<file path="src/rtl/mem_arbiter_if.sv">
// Bus bundle between the fetch side, the data side and the shared memory port.
// Handshake: a side's request (IMEM_READ, DMEM_READ[3] | DMEM_WRITE[2]) is its valid and must stay high until a clock edge where its busywait is low; that edge completes the transfer.
interface mem_arbiter_if;
  logic        IMEM_READ;
  logic [31:0] IMEM_ADDR;
  logic [31:0] IMEM_READDATA;
  logic        IMEM_BUSYWAIT;

  logic [3:0]  DMEM_READ;
  logic [2:0]  DMEM_WRITE;
  logic [31:0] DMEM_ADDR;
  logic [31:0] DMEM_WRITEDATA;
  logic [31:0] DMEM_READDATA;
  logic        DMEM_BUSYWAIT;

  logic [3:0]  MEM_READ;
  logic [2:0]  MEM_WRITE;
  logic [31:0] MEM_ADDR;
  logic [31:0] MEM_WRITEDATA;
  logic [31:0] MEM_READDATA;
  logic        MEM_BUSYWAIT;

  // Arbiter view.
  modport slave (
    input  IMEM_READ, IMEM_ADDR, DMEM_READ, DMEM_WRITE, DMEM_ADDR, DMEM_WRITEDATA,
    input  MEM_READDATA, MEM_BUSYWAIT,
    output IMEM_READDATA, IMEM_BUSYWAIT, DMEM_READDATA, DMEM_BUSYWAIT,
    output MEM_READ, MEM_WRITE, MEM_ADDR, MEM_WRITEDATA
  );

  // Environment view: both requesters plus the memory.
  modport master (
    output IMEM_READ, IMEM_ADDR, DMEM_READ, DMEM_WRITE, DMEM_ADDR, DMEM_WRITEDATA,
    output MEM_READDATA, MEM_BUSYWAIT,
    input  IMEM_READDATA, IMEM_BUSYWAIT, DMEM_READDATA, DMEM_BUSYWAIT,
    input  MEM_READ, MEM_WRITE, MEM_ADDR, MEM_WRITEDATA
  );
endinterface

</file>
<file path="src/rtl/mem_arbiter.sv">
// Two-requester arbiter (instruction fetch vs. data) onto one memory port with
// alternating priority on contention and a per-grant busywait timeout.
module mem_arbiter #(
  parameter int unsigned TIMEOUT = 255
) (
  input  logic          CLK,
  input  logic          RESET,
  mem_arbiter_if.slave  bus,
  output logic          ERROR,
  output logic [1:0]    o_dbg_state,
  output logic          o_dbg_last
);

  typedef enum logic [1:0] {
    IDLE  = 2'd0,
    GNT_I = 2'd1,
    GNT_D = 2'd2
  } state_t;

  localparam logic [7:0] LP_WAIT_LIMIT = 8'(TIMEOUT - 1);

  state_t     r_state;
  logic       r_last;      // 0 = fetch side served last, 1 = data side
  logic [7:0] r_waitcnt;
  logic       r_error;

  logic w_i_req;
  logic w_d_req;
  logic w_in_gnt_i;
  logic w_in_gnt_d;
  logic w_granted;
  logic w_timeout;
  logic w_complete;

  assign w_i_req    = bus.IMEM_READ;
  assign w_d_req    = bus.DMEM_READ[3] | bus.DMEM_WRITE[2];
  assign w_in_gnt_i = (r_state == GNT_I);
  assign w_in_gnt_d = (r_state == GNT_D);
  assign w_granted  = (w_in_gnt_i & w_i_req) | (w_in_gnt_d & w_d_req);
  assign w_timeout  = bus.MEM_BUSYWAIT & (r_waitcnt == LP_WAIT_LIMIT);
  assign w_complete = w_granted & (~bus.MEM_BUSYWAIT | w_timeout);

  always_ff @(posedge CLK or posedge RESET) begin
    if (RESET) begin
      r_state   <= IDLE;
      r_last    <= 1'b0;
      r_waitcnt <= 8'd0;
      r_error   <= 1'b0;
    end else begin
      unique case (r_state)
        IDLE: begin
          r_waitcnt <= 8'd0;
          if (w_i_req && w_d_req) begin
            r_state <= r_last ? GNT_I : GNT_D;
          end else if (w_i_req) begin
            r_state <= GNT_I;
          end else if (w_d_req) begin
            r_state <= GNT_D;
          end
        end
        GNT_I: begin
          if (!w_i_req) begin
            r_state   <= IDLE;
            r_waitcnt <= 8'd0;
          end else if (w_complete) begin
            r_last    <= 1'b0;
            r_state   <= w_d_req ? GNT_D : IDLE;
            r_waitcnt <= 8'd0;
            if (w_timeout) r_error <= 1'b1;
          end else if (bus.MEM_BUSYWAIT) begin
            r_waitcnt <= r_waitcnt + 8'd1;
          end
        end
        GNT_D: begin
          if (!w_d_req) begin
            r_state   <= IDLE;
            r_waitcnt <= 8'd0;
          end else if (w_complete) begin
            r_last    <= 1'b1;
            r_state   <= w_i_req ? GNT_I : IDLE;
            r_waitcnt <= 8'd0;
            if (w_timeout) r_error <= 1'b1;
          end else if (bus.MEM_BUSYWAIT) begin
            r_waitcnt <= r_waitcnt + 8'd1;
          end
        end
        default: begin
          r_state   <= IDLE;
          r_waitcnt <= 8'd0;
        end
      endcase
    end
  end

  // The memory port is a pure mux of the granted side; nothing is registered.
  always_comb begin
    bus.MEM_READ      = 4'b0000;
    bus.MEM_WRITE     = 3'b000;
    bus.MEM_ADDR      = 32'h0;
    bus.MEM_WRITEDATA = 32'h0;
    if (w_in_gnt_i) begin
      bus.MEM_READ = 4'b1010;
      bus.MEM_ADDR = bus.IMEM_ADDR;
    end else if (w_in_gnt_d) begin
      bus.MEM_READ      = bus.DMEM_READ;
      bus.MEM_WRITE     = bus.DMEM_WRITE;
      bus.MEM_ADDR      = bus.DMEM_ADDR;
      bus.MEM_WRITEDATA = bus.DMEM_WRITEDATA;
    end
  end

  assign bus.IMEM_BUSYWAIT = w_i_req & ~(w_in_gnt_i & w_complete);
  assign bus.DMEM_BUSYWAIT = w_d_req & ~(w_in_gnt_d & w_complete);

  // A timed-out transfer hands back zero instead of whatever the stuck memory shows.
  assign bus.IMEM_READDATA = (w_in_gnt_i & w_complete & w_timeout) ? 32'h0 : bus.MEM_READDATA;
  assign bus.DMEM_READDATA = (w_in_gnt_d & w_complete & w_timeout) ? 32'h0 : bus.MEM_READDATA;

  assign ERROR       = r_error;
  assign o_dbg_state = r_state;
  assign o_dbg_last  = r_last;

endmodule

</file>
<file path="src/flat_wrapper.sv">
// flat-port wrapper written by rule: the top's interface ports become plain ports
module mem_arbiter_flat 
#(
  parameter int unsigned TIMEOUT = 255
)
  (CLK, RESET, ERROR, o_dbg_state, o_dbg_last, bus_IMEM_READ, bus_IMEM_ADDR, bus_DMEM_READ, bus_DMEM_WRITE, bus_DMEM_ADDR, bus_DMEM_WRITEDATA, bus_MEM_READDATA, bus_MEM_BUSYWAIT, bus_IMEM_READDATA, bus_IMEM_BUSYWAIT, bus_DMEM_READDATA, bus_DMEM_BUSYWAIT, bus_MEM_READ, bus_MEM_WRITE, bus_MEM_ADDR, bus_MEM_WRITEDATA);
  mem_arbiter_if bus_i ();
  input  logic CLK;
  input  logic RESET;
  output logic ERROR;
  output logic [1:0] o_dbg_state;
  output logic o_dbg_last;
  input wire logic [$bits(bus_i.IMEM_READ)-1:0] bus_IMEM_READ;
  input wire logic [$bits(bus_i.IMEM_ADDR)-1:0] bus_IMEM_ADDR;
  input wire logic [$bits(bus_i.DMEM_READ)-1:0] bus_DMEM_READ;
  input wire logic [$bits(bus_i.DMEM_WRITE)-1:0] bus_DMEM_WRITE;
  input wire logic [$bits(bus_i.DMEM_ADDR)-1:0] bus_DMEM_ADDR;
  input wire logic [$bits(bus_i.DMEM_WRITEDATA)-1:0] bus_DMEM_WRITEDATA;
  input wire logic [$bits(bus_i.MEM_READDATA)-1:0] bus_MEM_READDATA;
  input wire logic [$bits(bus_i.MEM_BUSYWAIT)-1:0] bus_MEM_BUSYWAIT;
  output wire logic [$bits(bus_i.IMEM_READDATA)-1:0] bus_IMEM_READDATA;
  output wire logic [$bits(bus_i.IMEM_BUSYWAIT)-1:0] bus_IMEM_BUSYWAIT;
  output wire logic [$bits(bus_i.DMEM_READDATA)-1:0] bus_DMEM_READDATA;
  output wire logic [$bits(bus_i.DMEM_BUSYWAIT)-1:0] bus_DMEM_BUSYWAIT;
  output wire logic [$bits(bus_i.MEM_READ)-1:0] bus_MEM_READ;
  output wire logic [$bits(bus_i.MEM_WRITE)-1:0] bus_MEM_WRITE;
  output wire logic [$bits(bus_i.MEM_ADDR)-1:0] bus_MEM_ADDR;
  output wire logic [$bits(bus_i.MEM_WRITEDATA)-1:0] bus_MEM_WRITEDATA;
  assign bus_i.IMEM_READ = bus_IMEM_READ;
  assign bus_i.IMEM_ADDR = bus_IMEM_ADDR;
  assign bus_i.DMEM_READ = bus_DMEM_READ;
  assign bus_i.DMEM_WRITE = bus_DMEM_WRITE;
  assign bus_i.DMEM_ADDR = bus_DMEM_ADDR;
  assign bus_i.DMEM_WRITEDATA = bus_DMEM_WRITEDATA;
  assign bus_i.MEM_READDATA = bus_MEM_READDATA;
  assign bus_i.MEM_BUSYWAIT = bus_MEM_BUSYWAIT;
  assign bus_IMEM_READDATA = bus_i.IMEM_READDATA;
  assign bus_IMEM_BUSYWAIT = bus_i.IMEM_BUSYWAIT;
  assign bus_DMEM_READDATA = bus_i.DMEM_READDATA;
  assign bus_DMEM_BUSYWAIT = bus_i.DMEM_BUSYWAIT;
  assign bus_MEM_READ = bus_i.MEM_READ;
  assign bus_MEM_WRITE = bus_i.MEM_WRITE;
  assign bus_MEM_ADDR = bus_i.MEM_ADDR;
  assign bus_MEM_WRITEDATA = bus_i.MEM_WRITEDATA;
  mem_arbiter #(.TIMEOUT(TIMEOUT)) u_core (.CLK(CLK), .RESET(RESET), .bus(bus_i), .ERROR(ERROR), .o_dbg_state(o_dbg_state), .o_dbg_last(o_dbg_last));
endmodule
</file>
<file path="config.mk">
export PLATFORM = sky130hd
export DESIGN_NAME = mem_arbiter_flat
export DESIGN_NICKNAME = d
export VERILOG_FILES = /design/src/rtl/mem_arbiter_if.sv /design/src/rtl/mem_arbiter.sv /design/src/flat_wrapper.sv
export SDC_FILE = /design/constraint.sdc
export NUM_CORES = 1
export LEC_CHECK = 0
export ABC_AREA = 0
export CORE_ASPECT_RATIO = 0.6
export CORE_MARGIN = 5
export CORE_UTILIZATION = 21
export DETAILED_ROUTE_END_ITERATION = 8
export GPL_ROUTABILITY_DRIVEN = 0
export PLACE_DENSITY_LB_ADDON = 0.08
export SYNTH_ARGS = -nofsm -noshare
export SYNTH_HDL_FRONTEND = slang
export SYNTH_SLANG_ARGS = --single-unit
</file>
<file path="constraint.sdc">
create_clock -name CLK -period 1.85 [get_ports CLK]
set_input_delay 0.37 -clock CLK [delete_from_list [all_inputs] [get_ports CLK]]
set_output_delay 0.37 -clock CLK [all_outputs]
set_load 0.03 [all_outputs]
</file>
* Yosys cells after proc, flatten, opt, wreduce, memory -nomap -nowiden *
Cells that the tools add are included.

operators by class
  add/sub/neg operators = 1
  equal/unequal tests = 10
  multiplexer cells = 36
  bitwise gates (word level) = 16
  reduce and logical (&&, ||, !) cells = 6

operators by type and width
  cell                 count
  $mux 32              6
  $mux 8               4
  $mux 2               9
  $pmux 8 s2           1
  $and 1x1->1          10
  $mux 1               9
  $add 8x1->8 const B  1
  $eq 8x8->1 const B   1
  $mux 4               2
  $mux 3               2
  $ne 2x2->1 const B   3
  $ne 3x3->1 const B   2
  $pmux 2 s3           1
  $reduce_and 3->1     2
  $reduce_and 5->1     1
  $ne 4x2->1 const B   1
  $pmux 1 s2           2
  $not 1->1            3
  $or 1x1->1           3
  $eq 2x1->1 const B   1
  $eq 2x2->1 const B   1
  $logic_not 2->1      1
  $ne 2x1->1 const B   1
  $reduce_bool 2->1    1
  $logic_and 1x1->1    1

word-level totals
  register bits = 12
  bits of input ports = 139
  output and inout bits = 141

* Logic depth before layout (Yosys ltp) *
  depth in word-level cells = 7
  depth in mapped cells = 8
  mapped depth without buffers = 6

* Worst setup path before layout *
Ideal clock, no wire load.

  path type = reg-to-output
  start point = reg u_core.r_state[0] (netlist: u_core.o_dbg_state[0])
  end point = out bus_DMEM_READDATA[10]
  arrival = 1.988 ns
  path slack = -0.508 ns
  stages on the path, launching flop included = 9
  path through = dfrtp_1 inv_1 ha_1 buf_4 o21ai_2 a21boi_2 and3_1 buf_2 nor2b_1

between the ends
  word-level cells in the longest chain between the ends = 7
  elaborated cells on any way between the ends = 9
  classes of those cells = eq/ne (2); mux (1); bitwise (6)

RTL lines
  what                          RTL line            source
  from (decl)                   mem_arbiter.sv:22   state_t r_state;
  from (signal assigned)        mem_arbiter.sv:54   r_state <= r_last ? GNT_I : GNT_D;
  from (signal assigned)        mem_arbiter.sv:67   r_state <= w_d_req ? GNT_D : IDLE;
  from (signal assigned)        mem_arbiter.sv:80   r_state <= w_i_req ? GNT_I : IDLE;
  $eq 2x2->1 (*)                mem_arbiter.sv:38   assign w_in_gnt_d = (r_state == GNT_D);
  net u_core.w_in_gnt_d         mem_arbiter.sv:30   logic w_in_gnt_d;
  $and 1x1->1                   mem_arbiter.sv:39   assign w_granted = (w_in_gnt_i & w_i_req) | (w_in_gnt_d & w_d_req);
  $or 1x1->1                    mem_arbiter.sv:39
  $and 1x1->1                   mem_arbiter.sv:41   assign w_complete = w_granted & (~bus.MEM_BUSYWAIT | w_timeout);
  $and 1x1->1 (*) (2 in a row)  mem_arbiter.sv:117  assign bus.DMEM_READDATA = (w_in_gnt_d & w_complete & w_timeout) ? 32'h0 : bus.MEM_READDATA;
  $mux 32 (*)                   mem_arbiter.sv:117
  to (decl)                     flat_wrapper.sv:23  output wire logic [$bits(bus_i.DMEM_READDATA)-1:0] bus_DMEM_READDATA;

Mark *: on every way through the listed nets, which the timed path passes. The rest lies on a longest branch.

* Worst setup path after layout *
  start point = reg u_core.r_state[1] (netlist: u_core.o_dbg_state[1])
  end point = out bus_DMEM_READDATA[21]

Same word-level chain as after synthesis.

==> results.cfg <==
[sta]
max_slew_margin_pct = 69.1
grt_setup_unrepaired = true
final.period_utilization_pct = 122
min_period_ps = 2260
maxSlewViolCount = 0
finalHoldWorstSlack_ps = 456
post-route-worst-setup-slack_ps = -407
tightest_slew_ps = 464
clock-skew-final_ps = 1.30
max_clock_freq_ghz = 0.443
setup_violations = 134
timing.final.hold_violations = 0

[yosys]
synth.ff_latch_count = 12
syn-cell-area_um2 = 1780
synth_warnings = 0
netlist_instances = 231
netlist.area_leader.share_pct = 22.5
syn_avg_cell_area_um2 = 7.71
synthDominantAreaCellType = sky130_fd_sc_hd__nor2b_1
synth.area.top_cells = sky130_fd_sc_hd__nor2b_1, sky130_fd_sc_hd__dfrtp_1, sky130_fd_sc_hd__a22o_1, sky130_fd_sc_hd__and2_1, sky130_fd_sc_hd__ha_1
syn_nets = 376
synth.distinct_cells = 39
yosysSeqAreaShare_pct = 16.9

[final_layout]
post_layout_nonfiller_instances = 670
syn_to_final_growth_pct = 254
layout_commonest_cell = sky130_fd_sc_hd__clkdlybuf4s50_1
n_antenna_cell = 0
final.fill_count = 552
layout_common_cells = sky130_fd_sc_hd__clkdlybuf4s50_1, sky130_fd_sc_hd__buf_6, sky130_fd_sc_hd__buf_4
drive_above_1_share_pct = 64.7
design.final.nets = 704

[floorplanning]
dieArea_um2 = 10500
std_cell_rows = 26
core_area_um2 = 8390
floorplan.die.height_um = 81.3
initial_core_util_pct = 21.2
die-width_um = 129
io_pins = 280

[setup_path]
criticalPathCategory = flip-flop to primary output
timing.reg2reg.setup_slack_ps = 150
crit_path_max_fanout = 6
r2r_start = u_core.o_dbg_state[0]
r2r-end = u_core.o_dbg_state[1]
start_kind = flip-flop
critPathCapture = bus_DMEM_READDATA[21]
worst_setup_path_end_kind = primary output
cp.required_ps = 1480
crit_arrival_ps = 1890
startpoint = u_core.o_dbg_state[1]
ff2ff_path_depth = 6

[outcome]
status = complete, but fails checks
failed_checks = setup timing

[power]
intPower_mw = 3.48
clock_power_share_pct = 6.2
power.ir.vdd_worst_uv = 931
reported_net_switching_power_mw = 2.97
p_seq_share_pct = 5.3
static-leakage-power_nw = 3.10
comb_power_share_pct = 88.4
swShare_pct = 46.0
cellPowerDensity_nw_per_um2 = 1020

[clocking]
clk_transition_reported_paths_ps = 40
tritoncts = done
clk_sinks = 12
ctsRootBufferMaster = sky130_fd_sc_hd__clkbuf_16
clock_latency_ps = 240
cts_htree_levels = 1
cts_buffers = 3
cts_max_path_buffers = 2

[routing]
drt_pass1_iterations = 4
routed_antenna_nets = 0
avgViaCountPerCell = 4.45
route.vias.total = 2984
post-route-drc-count = 0
drt_wl_total_mm = 12.7
final_routed_wire_length_divided_by_cell_count_um = 18.9
first_iter_violations = 114

[global_route]
number_of_antenna_violations_at_the_first_check_in_global_routing = 0
grt_usage_pct = 19.8
globalRoute.totalOverflow = 0
grt_first_pass_wirelength_mm = 16.2
number_of_global_route_vias_before_repair = 2872
grt_start_max_net_pins = 37

[placement]
placed_cells_incl_taps = 643
dp_hpwl_mm = 10.0
port_buffers = 279

[job]
max_cap_viol_count = 0

[hold_path]
min-delay-path-class = primary input to asynchronous set/reset pin
[power groups by stage]
stage	registers [mW]	clock network (mW)	logic [mW]
6_report	0.345	0.402	5.71
5_1_grt	0.347	0.425	5.96
4_1_cts	0.339	0.409	5.24
3_5_place_dp	0.339	0	5.04
3_3_place_gp	0.339	0	5.01
2_1_floorplan	0.395	0	2.95
[cell usage after synthesis]
master                      count
sky130_fd_sc_hd__or2_1          1
sky130_fd_sc_hd__or2_2          1
sky130_fd_sc_hd__buf_4          1
sky130_fd_sc_hd__o2bb2ai_2      1
sky130_fd_sc_hd__nor2_1        12
sky130_fd_sc_hd__a21o_1         2
sky130_fd_sc_hd__inv_1          4
sky130_fd_sc_hd__o21ai_0        2
sky130_fd_sc_hd__nand2_1        4
sky130_fd_sc_hd__xor2_1         4
sky130_fd_sc_hd__a22o_1        32
sky130_fd_sc_hd__buf_6          1
sky130_fd_sc_hd__clkbuf_1       7
sky130_fd_sc_hd__nand3_1        3
sky130_fd_sc_hd__a211oi_1       1
sky130_fd_sc_hd__mux2_2         1
sky130_fd_sc_hd__nand3b_1       1
sky130_fd_sc_hd__buf_2          8
sky130_fd_sc_hd__and3_2         1
sky130_fd_sc_hd__a21boi_2       1
sky130_fd_sc_hd__buf_1          2
sky130_fd_sc_hd__nand4_2        1
sky130_fd_sc_hd__a21boi_0       1
sky130_fd_sc_hd__a22oi_1        1
sky130_fd_sc_hd__or2b_1         2
sky130_fd_sc_hd__a31oi_1        1
sky130_fd_sc_hd__nand4_1        3
sky130_fd_sc_hd__and3_1         2
sky130_fd_sc_hd__and2_1        37
sky130_fd_sc_hd__dfrtp_1       12
sky130_fd_sc_hd__a31o_2         1
sky130_fd_sc_hd__and2b_1        1
sky130_fd_sc_hd__o21ai_2        1
sky130_fd_sc_hd__mux2_4         2
sky130_fd_sc_hd__xnor2_1        3
sky130_fd_sc_hd__nor2b_1       64
sky130_fd_sc_hd__nand2b_1       1
sky130_fd_sc_hd__ha_1           6
sky130_fd_sc_hd__a21oi_1        2
[final cells by class]
type / instances / area (um^2) / share of cell area (%)
sequential: 12 / 303 / 4.80
inverter: 4 / 15.0 / 0.238
multi-input combinational: 197 / 2200 / 34.8
timing repair buffer: 341 / 3570 / 56.6
tap: 112 / 140 / 2.22
clock buffer: 4 / 78.8 / 1.25
[cell families (layout without fill, tap and decap cells)]
kind of cell	Yosys count	in the layout	synth area share, %
xor+xnor	7	7	3.44
simple gates	134	135	45.3
fa+ha+maj	6	6	4.22
buf+inv	23	349	6.04
mux	3	3	2.32
compound gates	46	46	21.8
flops	12	12	16.9
[critical path: stages, from the launching register on]
cell,delay (ps)
sky130_fd_sc_hd__dfrtp_2,430
sky130_fd_sc_hd__buf_6,130
sky130_fd_sc_hd__ha_4,170
sky130_fd_sc_hd__buf_4,140
sky130_fd_sc_hd__and3_4,200
sky130_fd_sc_hd__buf_4,140
sky130_fd_sc_hd__buf_12,140
sky130_fd_sc_hd__nor2b_4,90
sky130_fd_sc_hd__buf_2,200
[metrics by stage]
step | area [um^2] | utilization, % | setup slack (ps) | total power [mW] | setup TNS [ps]
floorplan | 2650 | - | -176 | 3.35 | -10860
global placement | 5610 | 66.8 | -785 | 5.35 | -65880
detailed placement | 5610 | 66.8 | -812 | 5.38 | -66840
CTS | 5960 | 71.0 | -477 | 5.99 | -55980
global route | 6300 | 75.1 | -470 | 6.73 | -55600
finish | 6300 | 75.1 | -407 | 6.46 | -47450
[sequential cells by signal (all words and copies together), names as in the netlist]
| name | flops |
|---|---|
| u_core.o_dbg_last | 1 |
| u_core.ERROR | 1 |
| u_core.o_dbg_state | 2 |
| u_core.r_waitcnt | 8 |
[per-layer routing]
metal  track usage (%)  up-vias  share of wire, %
met2              35.8      116                53
met3              4.66        6               7.0
met5                 0        -                 0
met1              25.3     1417                40
li1                  -     1445                 -
met4              1.15        0              0.47
[worst min path at each step]
| stage | from | end | cells past startpoint |
|---|---|---|---|
| 6_report | RESET | u_core.r_waitcnt[7] | 2 |
| 5_1_grt | RESET | u_core.r_waitcnt[7] | 2 |
| 4_1_cts | RESET | u_core.r_waitcnt[1] | 2 |
| 3_5_place_dp | u_core.ERROR | u_core.ERROR | 1 |
| 3_3_place_gp | u_core.ERROR | u_core.ERROR | 1 |
| 2_1_floorplan | RESET | u_core.ERROR | 1 |
[what timing repair did]
item | CTS | global route
pin swaps | 5 | 3
hold buffers | 0 | 0
setup endpoints to repair | 136 | 137
gates resized for setup | 309 | 99
setup buffers | 10 | 7
gates cloned | 4 | 6
No activity file was read; power rests on OpenSTA's default activity.
